**config.mk**
```make
export PLATFORM = sky130hd
export DESIGN_NAME = fetch_sequencer
export DESIGN_NICKNAME = d
export VERILOG_FILES = /design/src/rtl/fetch_sequencer.sv
export SDC_FILE = /design/constraint.sdc
export NUM_CORES = 1
export LEC_CHECK = 0
export BUFFER_PORTS_ARGS = -buffer_cell sky130_fd_sc_hd__buf_4
export CELL_PAD_IN_SITES_DETAIL_PLACEMENT = 1
export CELL_PAD_IN_SITES_GLOBAL_PLACEMENT = 1
export CORE_ASPECT_RATIO = 1.25
export CORE_MARGIN = 2
export CORE_UTILIZATION = 39
export DETAILED_ROUTE_END_ITERATION = 8
export PLACE_DENSITY_LB_ADDON = 0.1
export SYNTH_ARGS = -nofsm -noshare
export SYNTH_HDL_FRONTEND = slang
export SYNTH_SLANG_ARGS = --single-unit
```
**constraint.sdc**
```tcl
create_clock -name clk -period 5.7 [get_ports clk]
set_input_delay 0.57 -clock clk [delete_from_list [all_inputs] [get_ports clk]]
set_output_delay 0.57 -clock clk [all_outputs]
set_load 0.05 [all_outputs]
```
**src/rtl/fetch_sequencer.sv**
```systemverilog
// Instruction fetch controller: steps the fetch PC through a combinational instruction
// memory, buffers {pc, instr} pairs in a small FIFO and hands them to decode via valid/ready.
module fetch_sequencer #(
    parameter int                ADDR_W   = 32,
    parameter int                DATA_W   = 32,
    parameter logic [ADDR_W-1:0] RESET_PC = '0,
    parameter int                PC_STEP  = 1,
    parameter int                DEPTH    = 2
) (
    input  logic              clk,
    input  logic              rst,
    input  logic              en,
    output logic [ADDR_W-1:0] imem_addr,
    input  logic [DATA_W-1:0] imem_rdata,
    input  logic              redirect_valid,
    input  logic [ADDR_W-1:0] redirect_pc,
    output logic              out_valid,
    input  logic              out_ready,
    output logic [DATA_W-1:0] out_instr,
    output logic [ADDR_W-1:0] out_pc,
    output logic              busy
);

    localparam int PTR_W = (DEPTH > 1) ? $clog2(DEPTH) : 1;
    localparam int CNT_W = PTR_W + 1;

    typedef enum logic {
        IDLE = 1'b0,
        RUN  = 1'b1
    } state_t;

    state_t            state;
    state_t            next_state;
    logic [ADDR_W-1:0] fetch_pc;
    logic [CNT_W-1:0]  count;
    logic [PTR_W-1:0]  rd_ptr;
    logic [PTR_W-1:0]  wr_ptr;
    logic [ADDR_W-1:0] pc_mem    [DEPTH];
    logic [DATA_W-1:0] instr_mem [DEPTH];
    logic              pop;
    logic              push;
    logic              not_full;

    assign imem_addr = fetch_pc;
    assign out_valid = (count != '0);
    assign busy      = (state == RUN);
    assign not_full  = (count < CNT_W'(DEPTH));

    // Head entry is presented directly; forced to zero while the FIFO is empty.
    assign out_pc    = out_valid ? pc_mem[rd_ptr]    : '0;
    assign out_instr = out_valid ? instr_mem[rd_ptr] : '0;

    always_comb begin
        pop  = out_valid & out_ready;
        push = (state == RUN) & en & ~redirect_valid & (not_full | pop);
    end

    always_comb begin
        next_state = state;
        case (state)
            IDLE:    if (en)  next_state = RUN;
            RUN:     if (!en) next_state = IDLE;
            default: next_state = IDLE;
        endcase
    end

    always_ff @(posedge clk) begin
        if (rst) begin
            state    <= IDLE;
            fetch_pc <= RESET_PC;
            count    <= '0;
            rd_ptr   <= '0;
            wr_ptr   <= '0;
        end else if (redirect_valid) begin
            // A redirect flushes everything buffered; a concurrent pop is dropped.
            state    <= next_state;
            fetch_pc <= redirect_pc;
            count    <= '0;
            rd_ptr   <= '0;
            wr_ptr   <= '0;
        end else begin
            state <= next_state;
            if (push) begin
                wr_ptr   <= wr_ptr + PTR_W'(1);
                fetch_pc <= fetch_pc + ADDR_W'(PC_STEP);
            end
            if (pop) begin
                rd_ptr <= rd_ptr + PTR_W'(1);
            end
            case ({push, pop})
                2'b10:   count <= count + CNT_W'(1);
                2'b01:   count <= count - CNT_W'(1);
                default: count <= count;
            endcase
        end
    end

    always_ff @(posedge clk) begin
        if (!rst && push) begin
            pc_mem[wr_ptr]    <= fetch_pc;
            instr_mem[wr_ptr] <= imem_rdata;
        end
    end

endmodule

```
# Word-level counts from Yosys, hierarchy flattened
# Memories as Yosys holds them, arrays and structs flattened. A register that Yosys moved wholly into a read port is not among the register bits.
# Index checks and enable logic that the tools add are counted.
# totals
elab_cells	39
reg_bits	37
ram_bits	128
n_memories	2
out_inout_bits	98
# classes
n_eq_ne	2
n_reduce_logical	6
magnitude_cmp	1
n_addsub	5
bitwise_logic	6
muxes	12
# mem_list
memory	depth	word_bits	read_ports	rd_clocked_by_memory_dff	wr	line_no	source
instr_mem	2	32	1	1	1	39	logic [DATA_W-1:0] instr_mem [DEPTH];
pc_mem	2	32	1	1	1	38	logic [ADDR_W-1:0] pc_mem [DEPTH];
# ops
operator	count
two-way mux 32 bit	4
adder 32 x 1 -> 32 bit, second input constant	1
two-way mux 1 bit	7
nonzero test 2 bit	3
AND 1 bit	4
case mux 2 bit (2 select lines)	1
adder 1 bit, second input constant	2
adder 2 x 1 -> 2 bit, second input constant	1
== test 2 x 1 -> 1 bit, second input constant	1
== test 2 bit, second input constant	1
less-than comparator 2 bit, second input constant	1
OR reduction 2 bit	1
subtractor 2 x 1 -> 2 bit, second input constant	1
logical AND 1 bit	1
logical NOT 1 bit	1
inverter 1 bit	1
OR 1 bit	1

# Depth between registers and ports, before layout
# Gate-level depths: netlist of the first run.
# logic_depth
depth_word	7
ltp_mapped	8
ltp_nobuf	7

# Worst setup path after synthesis of the first run
# OpenSTA, ideal clock, no wires.
# synth_timing
kind	register to register
startpoint	register state, in the netlist busy
endpoint	memory instr_mem[0][0], enable pin
period_less_slack_ps	6169
path_stages_with_launch	5
path_slack_ps	-469
setup_time_ps	564
required_ps	5136
arrival_time_ps	5605
cell_sequence	dfxtp_1 -> and2_1 -> nand2_1 -> clkbuf_1 -> nor3_1
# synth_between
elab_chain_len	6
# synth_rtl
element	line_no	source
start, declared	32	state_t state;
start signal, assigned	76	state <= next_state;
start signal, assigned	82	state <= next_state;
AND 1 bit (3 in series)	55	push = (state == RUN) & en & ~redirect_valid & (not_full | pop);
logical AND 1 bit	99	if (!rst && push) begin
two-way mux 1 bit	99	
two-way mux 1 bit (implied by the code)	101	instr_mem[wr_ptr] <= imem_rdata;
end, declared	39	
# Every way passes these cells.

==> results of run 1 <==
==> stage by stage <==
stage / instance area, um^2 / util [%] / worst slack [ps] / hold WS [ps] / instances
5_1_grt: 9210 / 51.1 / 2640 / 307 / 968
3_3_place_gp: 8630 / 47.9 / 3220 / 508 / 936
3_5_place_dp: 8630 / 47.9 / 3070 / 531 / 936
6_report: 9210 / 51.1 / 2800 / 331 / 968
4_1_cts: 9210 / 51.1 / 2760 / 309 / 968
2_1_floorplan: 7160 / - / -469 / 480 / 568
==> state kept, by name, summed over array words and instances (netlist names), named ones only <==
name and cells:
busy 1, count 2, imem_addr 32, instr_mem 64
pc_mem 64, rd_ptr 1, wr_ptr 1
==> power by group through the flow <==
stage | Combinational (mW) | Sequential (mW) | Clock [mW]
6_report | 0.222 | 1.37 | 1.14
5_1_grt | 0.237 | 1.37 | 1.21
4_1_cts | 0.225 | 1.37 | 1.16
3_5_place_dp | 0.224 | 1.39 | 0
3_3_place_gp | 0.218 | 1.39 | 0
2_1_floorplan | 0.0749 | 1.43 | 0
==> cells in the final DEF, fill, tap and decap left out, types with 4 or more instances in the layout <==
cell type and n:
a2111oi_0 8, a211oi_1 6, a21oi_1 5, a311oi_1 18, and3_1 10, and4_1 8
buf_4 172, clkbuf_16 17, dfxtp_1 37, edfxtp_1 128, inv_1 15, mux2i_1 64
nand2_1 21, nand3_1 10, nand4_1 12, nor2_1 96, nor2b_1 6, nor3_1 7
nor3_2 4, nor4_1 10, o21ai_0 6, o31ai_1 8, or3_1 4, or4_1 7
xnor2_1 7
==> per-layer routing <==
layer	GRT usage [%]	up-vias
li1	-	2480
met1	25.9	2613
met2	35.1	158
met3	4.23	22
met4	6.30	0
met5	0	-
==> layout make-up <==
type	instances	area share [%]
clock buffer	18	4.66
multi-input combinational	354	25.9
tap	228	3.10
clock inverter	14	1.63
sequential	166	50.0
timing repair buffer	172	14.0
inverter	16	0.652
==> final timing paths <==
check	start	endpoint	slack [ps]
setup / recovery	flip-flop	out_instr[3]	2800
hold / removal	imem_rdata[15]	instr_mem[1][15]	330
setup reg to reg	imem_addr[7]	imem_addr[21]	3160
hold reg to reg	rd_ptr	rd_ptr	530
==> cells by family after synthesis <==
group           after synthesis  share of synthesized area, %
buf+inv                      48                          2.57
flops                       166                          64.3
compound gates               65                          7.22
xor+xnor                      8                         0.979
fa+ha+maj                     2                         0.349
simple gates                215                          15.6
mux                          64                          8.95
==> worst max-delay path: cells and delay by family (launching register included) <==
kind                   cells  cell delay, ps
and+or+nand+nor            1              80
muxes                      1             280
buffers and inverters      2             940
DFF                        1             540
==> out/metrics.yaml, run 1 <==
fp.dieArea_um2: 19500
critPathKind: "reg -> out"
finalCriticalPeriod_ps: 2900
ir_drop_uv: 218
nets: 798
fp.dieH_um: 155
slowest_stage: "buf_4"
viasPerCell: 5.45
critPathCaptureType: "output pin"
r2r.worst_path.cells: 4
pin_count: 167
wl_per_cell_um: 20.1
yosysUniqueCellTypes: 49
power.switching_mw: 0.669
area_growth_pct: 28.7
fill_cells: 1878
clk_pin_slew_ps: 70
ant_nets: 0
cts_sinks: 166
wl_met2_um: 9820
top_layer_used: "met4"
worstHoldPathCells: 1
antenna_cells: 0
yosysWarnings: 0
critPathRequiredTime_ps: 5130
finalSetupTns_ps: 0
synth_top_area_cell: "edfxtp_1"
ys_seq_area_share_pct: 64.3
hpwl_um: 13200
die_w_um: 125
grt_pass1_vias: 5624
clock_latency_ps: 420
register_area_um2: 4610
grt_first_pass_wirelength_um: 31000
vias: 5273
dr_wl_met3_um: 989
slew_violations: 0
cp.arrival_ps: 2330
rsz0062_at_grt: "no"
port_buffers: 166
switching_share_pct: 24.6
power_frac_clock_pct: 41.7
synth.most_common_cell: "edfxtp_1"
synth-main-ff-cell: "edfxtp_1"
slowest_delay_ps: 710
drive_above_1_share_pct: 29.2
synth_seq_cells: 166
p_comb_share_pct: 8.1
crit_top_cell: "buf_4"
fin_crit_sh_pct: 50.9
path_cells: "buf_4 > mux2i_1 > nor2_1 > buf_4"
drt-total-wl_um: 19400
multi_input_area_um2: 2390
synth_area_leaders: "edfxtp_1 (54%), dfxtp_1 (11%), mux2i_1 (8.9%)"
gp_congestion: 0.803
clockBufferDepth: 2
synth_area_um2: 7160
worst_slew_pin_slew_ps: 1080
p_per_area_nw_per_um2: 296
initialDrtViolationCount: 290
synth_top_area_share_pct: 53.7
grt.overflow.total: 0
crit_path_start_kind: "flip-flop"
fin_skew_ps: 13.3
cts-buffers-inserted: 17
post_cts_buffers: 0
ys_top_cells_by_count: "edfxtp_1 (128), nor2_1 (97), mux2i_1 (64)"
cp_max_fo: 48
core-area_um2: 18000
p_seq_share_pct: 50.1
max_slew_margin_pct: 27.2
max-cap-violations: 0
max_freq_ghz: 0.345
core.rowCount: 55
p_int_mw: 2.06
cts_resized: 0
final_hold_viol_count: 0
synthArstFlopShare_pct: 0
htree_levels: 4
synth_fp_nets: 639
outcome: "finished clean"
drt_pass1_iterations: 4
grt_use_total_pct: 20.4
start_util_pct: 39.7
p_leak_nw: 3.28
finalSetupViolCount: 0
drc: 0
cts_root_buffer: "clkbuf_16"
p_total_mw: 2.73
grt_start_max_net_pins: 65
holdCritPathClass: "in -> reg"
syn_area_per_cell_um2: 12.6
cts_hold_buf: 0
syn_inst: 568
cts_tree: "yes"
antenna_found_initial: 0
synth_edf_count: 128
wl_met1_um: 8330
(Power assumes the default switching activity.)
==> run 2: changes to the inputs <==
clock period = 2.55 ns   (was 5.7 ns; I/O delays follow)
==> out/metrics.yaml, run 2 (same netlist as run 1, synthesis figures left out) <==
antenna_found_initial: 0  # unchanged
max_slew_margin_pct: 54.0  # +27 points
worstHoldPathCells: 1  # unchanged
fin_util_pct: 52.0  # +0.86 points
worst_slew_pin_slew_ps: 686  # -396 ps
post_cts_buffers: 0  # unchanged
drt_pass1_iterations: 4  # unchanged
area_growth_pct: 30.8
timing.rr.end: "imem_addr[12]"
cts_tree: "yes"
crit_path_start_kind: "flip-flop"
critPathCaptureType: "flip-flop"
clk_pin_slew_ps: 60  # about the same
grt_pass1_vias: 5411  # -3.8%
fin_skew_ps: 12.3  # -0.922 ps
fp.dieArea_um2: 19500  # unchanged
start_util_pct: 39.7  # unchanged
critical-path-top-delay-family: "simple AND/OR/NAND/NOR gates"
gp_congestion: 0.766  # -4.7%
ant_nets: 0  # unchanged
vias: 5243  # -0.57%
drive_above_1_share_pct: 30.1  # +0.86 points
cts_root_buffer: "clkbuf_16"
finalSetupViolCount: 0  # unchanged
final_common_cell: "buf_4"
r2r_start: "imem_addr[0]"
grt_first_pass_wirelength_um: 30300  # -2.1%
hold_ws_ps: 13.2  # -318 ps
nets: 810  # +1.5%
core.rowCount: 55  # unchanged
p_per_area_nw_per_um2: 640  # +120%
grt_start_max_net_pins: 65  # unchanged
die_w_um: 125  # unchanged
p_leak_nw: 3.35  # +2.2%
core-area_um2: 18000  # unchanged
grt.overflow.total: 0  # unchanged
path_cells: "ha_1 > nand3_1 > or2_1 > or4_1 > a311oi_1"
cp.arrival_ps: 2500  # +170 ps
holdCritPathClass: "in -> reg"
layout_common_cells: "buf_4 (175), edfxtp_1 (128), nor2_1 (96)"
antenna_cells: 0  # unchanged
drt-total-wl_um: 19400  # +0.13%
cp_max_fo: 15  # -69%
placed_cell_area_um2: 8760  # +1.5%
finalCriticalPeriod_ps: 2170
multi_input_area_um2: 2410  # +0.94%
hpwl_um: 13200  # +0.19%
fin_cells: 980  # +1.2%
slowest_stage: "or4_1"
postLayoutSetupSlackWorst_ps: 382  # -2420 ps
preCtsSetupSlack_ps: 451  # -2610 ps
fill_cells: 1889  # +0.59%
viasPerCell: 5.35  # -1.8%
critPathRequiredTime_ps: 2880  # -2250 ps
wl_per_cell_um: 19.8  # -1.1%
fp.dieH_um: 155  # unchanged
clockBufferDepth: 2  # unchanged
max_freq_ghz: 0.461
hold_end: "instr_mem[0][29]"
critPathKind: "reg -> reg"
grt_use_total_pct: 19.9  # -0.43 points
max-cap-violations: 0  # unchanged
cts_sinks: 166  # unchanged
rsz0062_at_grt: "no"
dp.cells: 943  # +0.75%
pin_count: 167  # unchanged
crit_buf_inv: 0  # -2
clock_latency_ps: 420  # about the same
outcome: "finished clean"
hp-start: "imem_rdata[29]"
final_hold_viol_count: 0  # unchanged
ir_drop_uv: 360  # +65%
port_buffers: 166  # unchanged
rrSetupSlack_ps: 380  # -2780 ps
slew_violations: 0  # unchanged
register_area_um2: 4610  # about the same
final_cell_area_um2: 9370  # +1.7%
initialDrtViolationCount: 338  # +17%
cts-buffers-inserted: 17  # unchanged
drc: 0  # unchanged
slowest_delay_ps: 550  # -160 ps
r2r.worst_path.cells: 5  # +1
fin_crit_sh_pct: 85.0
htree_levels: 4  # unchanged
run 2: changes by cell type in the layout (fill, tap and decap cells not counted), moves of 2 or more:
cell,previous run,this run
buf_4,172,175
inv_6,2,4
inv_8,2,0
nor3_2,4,2
nor3_4,0,2
buf_12,0,4
dlygate4sd3_1,0,5
run 2: where the power goes:
| part | leakage [nW] | total (mW) | internal, mW | switching, mW |
|---|---|---|---|---|
| combinational | 1.59 | 0.512 | 0.191 | 0.322 |
| clock | 0.263 | 2.43 | 1.35 | 1.08 |
| sequential | 1.49 | 3.05 | 2.96 | 0.0873 |
| total | 3.35 | 5.99 | 4.50 | 1.49 |
run 2: cell type report:
cell class / instances / share of cell area, %
Clock inverter: 15 / 1.39
Inverter: 16 / 0.641
Clock buffer: 17 / 4.54
Sequential cell: 166 / 49.2
Multi-Input combinational cell: 354 / 25.7
Timing Repair Buffer: 184 / 15.4
Tap cell: 228 / 3.04
run 2: metal layers:
metal	GRT usage, %	routed length [um]	vias to the layer above
met5	0	0	-
met4	5.19	157	0
met3	3.65	625	11
met2	34.9	9970	108
met1	25.6	8690	2611
li1	-	-	2513
run 2: worst register-to-register path, cell delays in order (launching register included):
cell      delay (ps)
dfxtp_1          460
ha_1             240
nand3_1          130
or2_1            450
or4_1            550
a311oi_1         270
run 2: stage by stage:
| step | TNS, ps | total power [mW] |
|---|---|---|
| floorplan | -37200 | 3.38 |
| global placement | 0 | 3.60 |
| detailed placement | 0 | 3.62 |
| CTS | 0 | 6.04 |
| global route | 0 | 6.19 |
| finish | 0 | 5.99 |
run 2: worst max-delay path by stage:
stage,from,end,slack (ps),depth (start not counted)
floorplan,busy,instr_mem[0][0],-290,4
global placement,imem_addr[0],imem_addr[12],490,5
detailed placement,imem_addr[0],imem_addr[12],450,5
CTS,imem_addr[0],imem_addr[12],420,5
global route,imem_addr[0],imem_addr[22],240,5
finish,imem_addr[0],imem_addr[12],380,5
run 2: what timing repair did:
item	CTS	global route
resized for setup	0	0
endpoints found under the hold margin	0	10
hold buffers	0	5
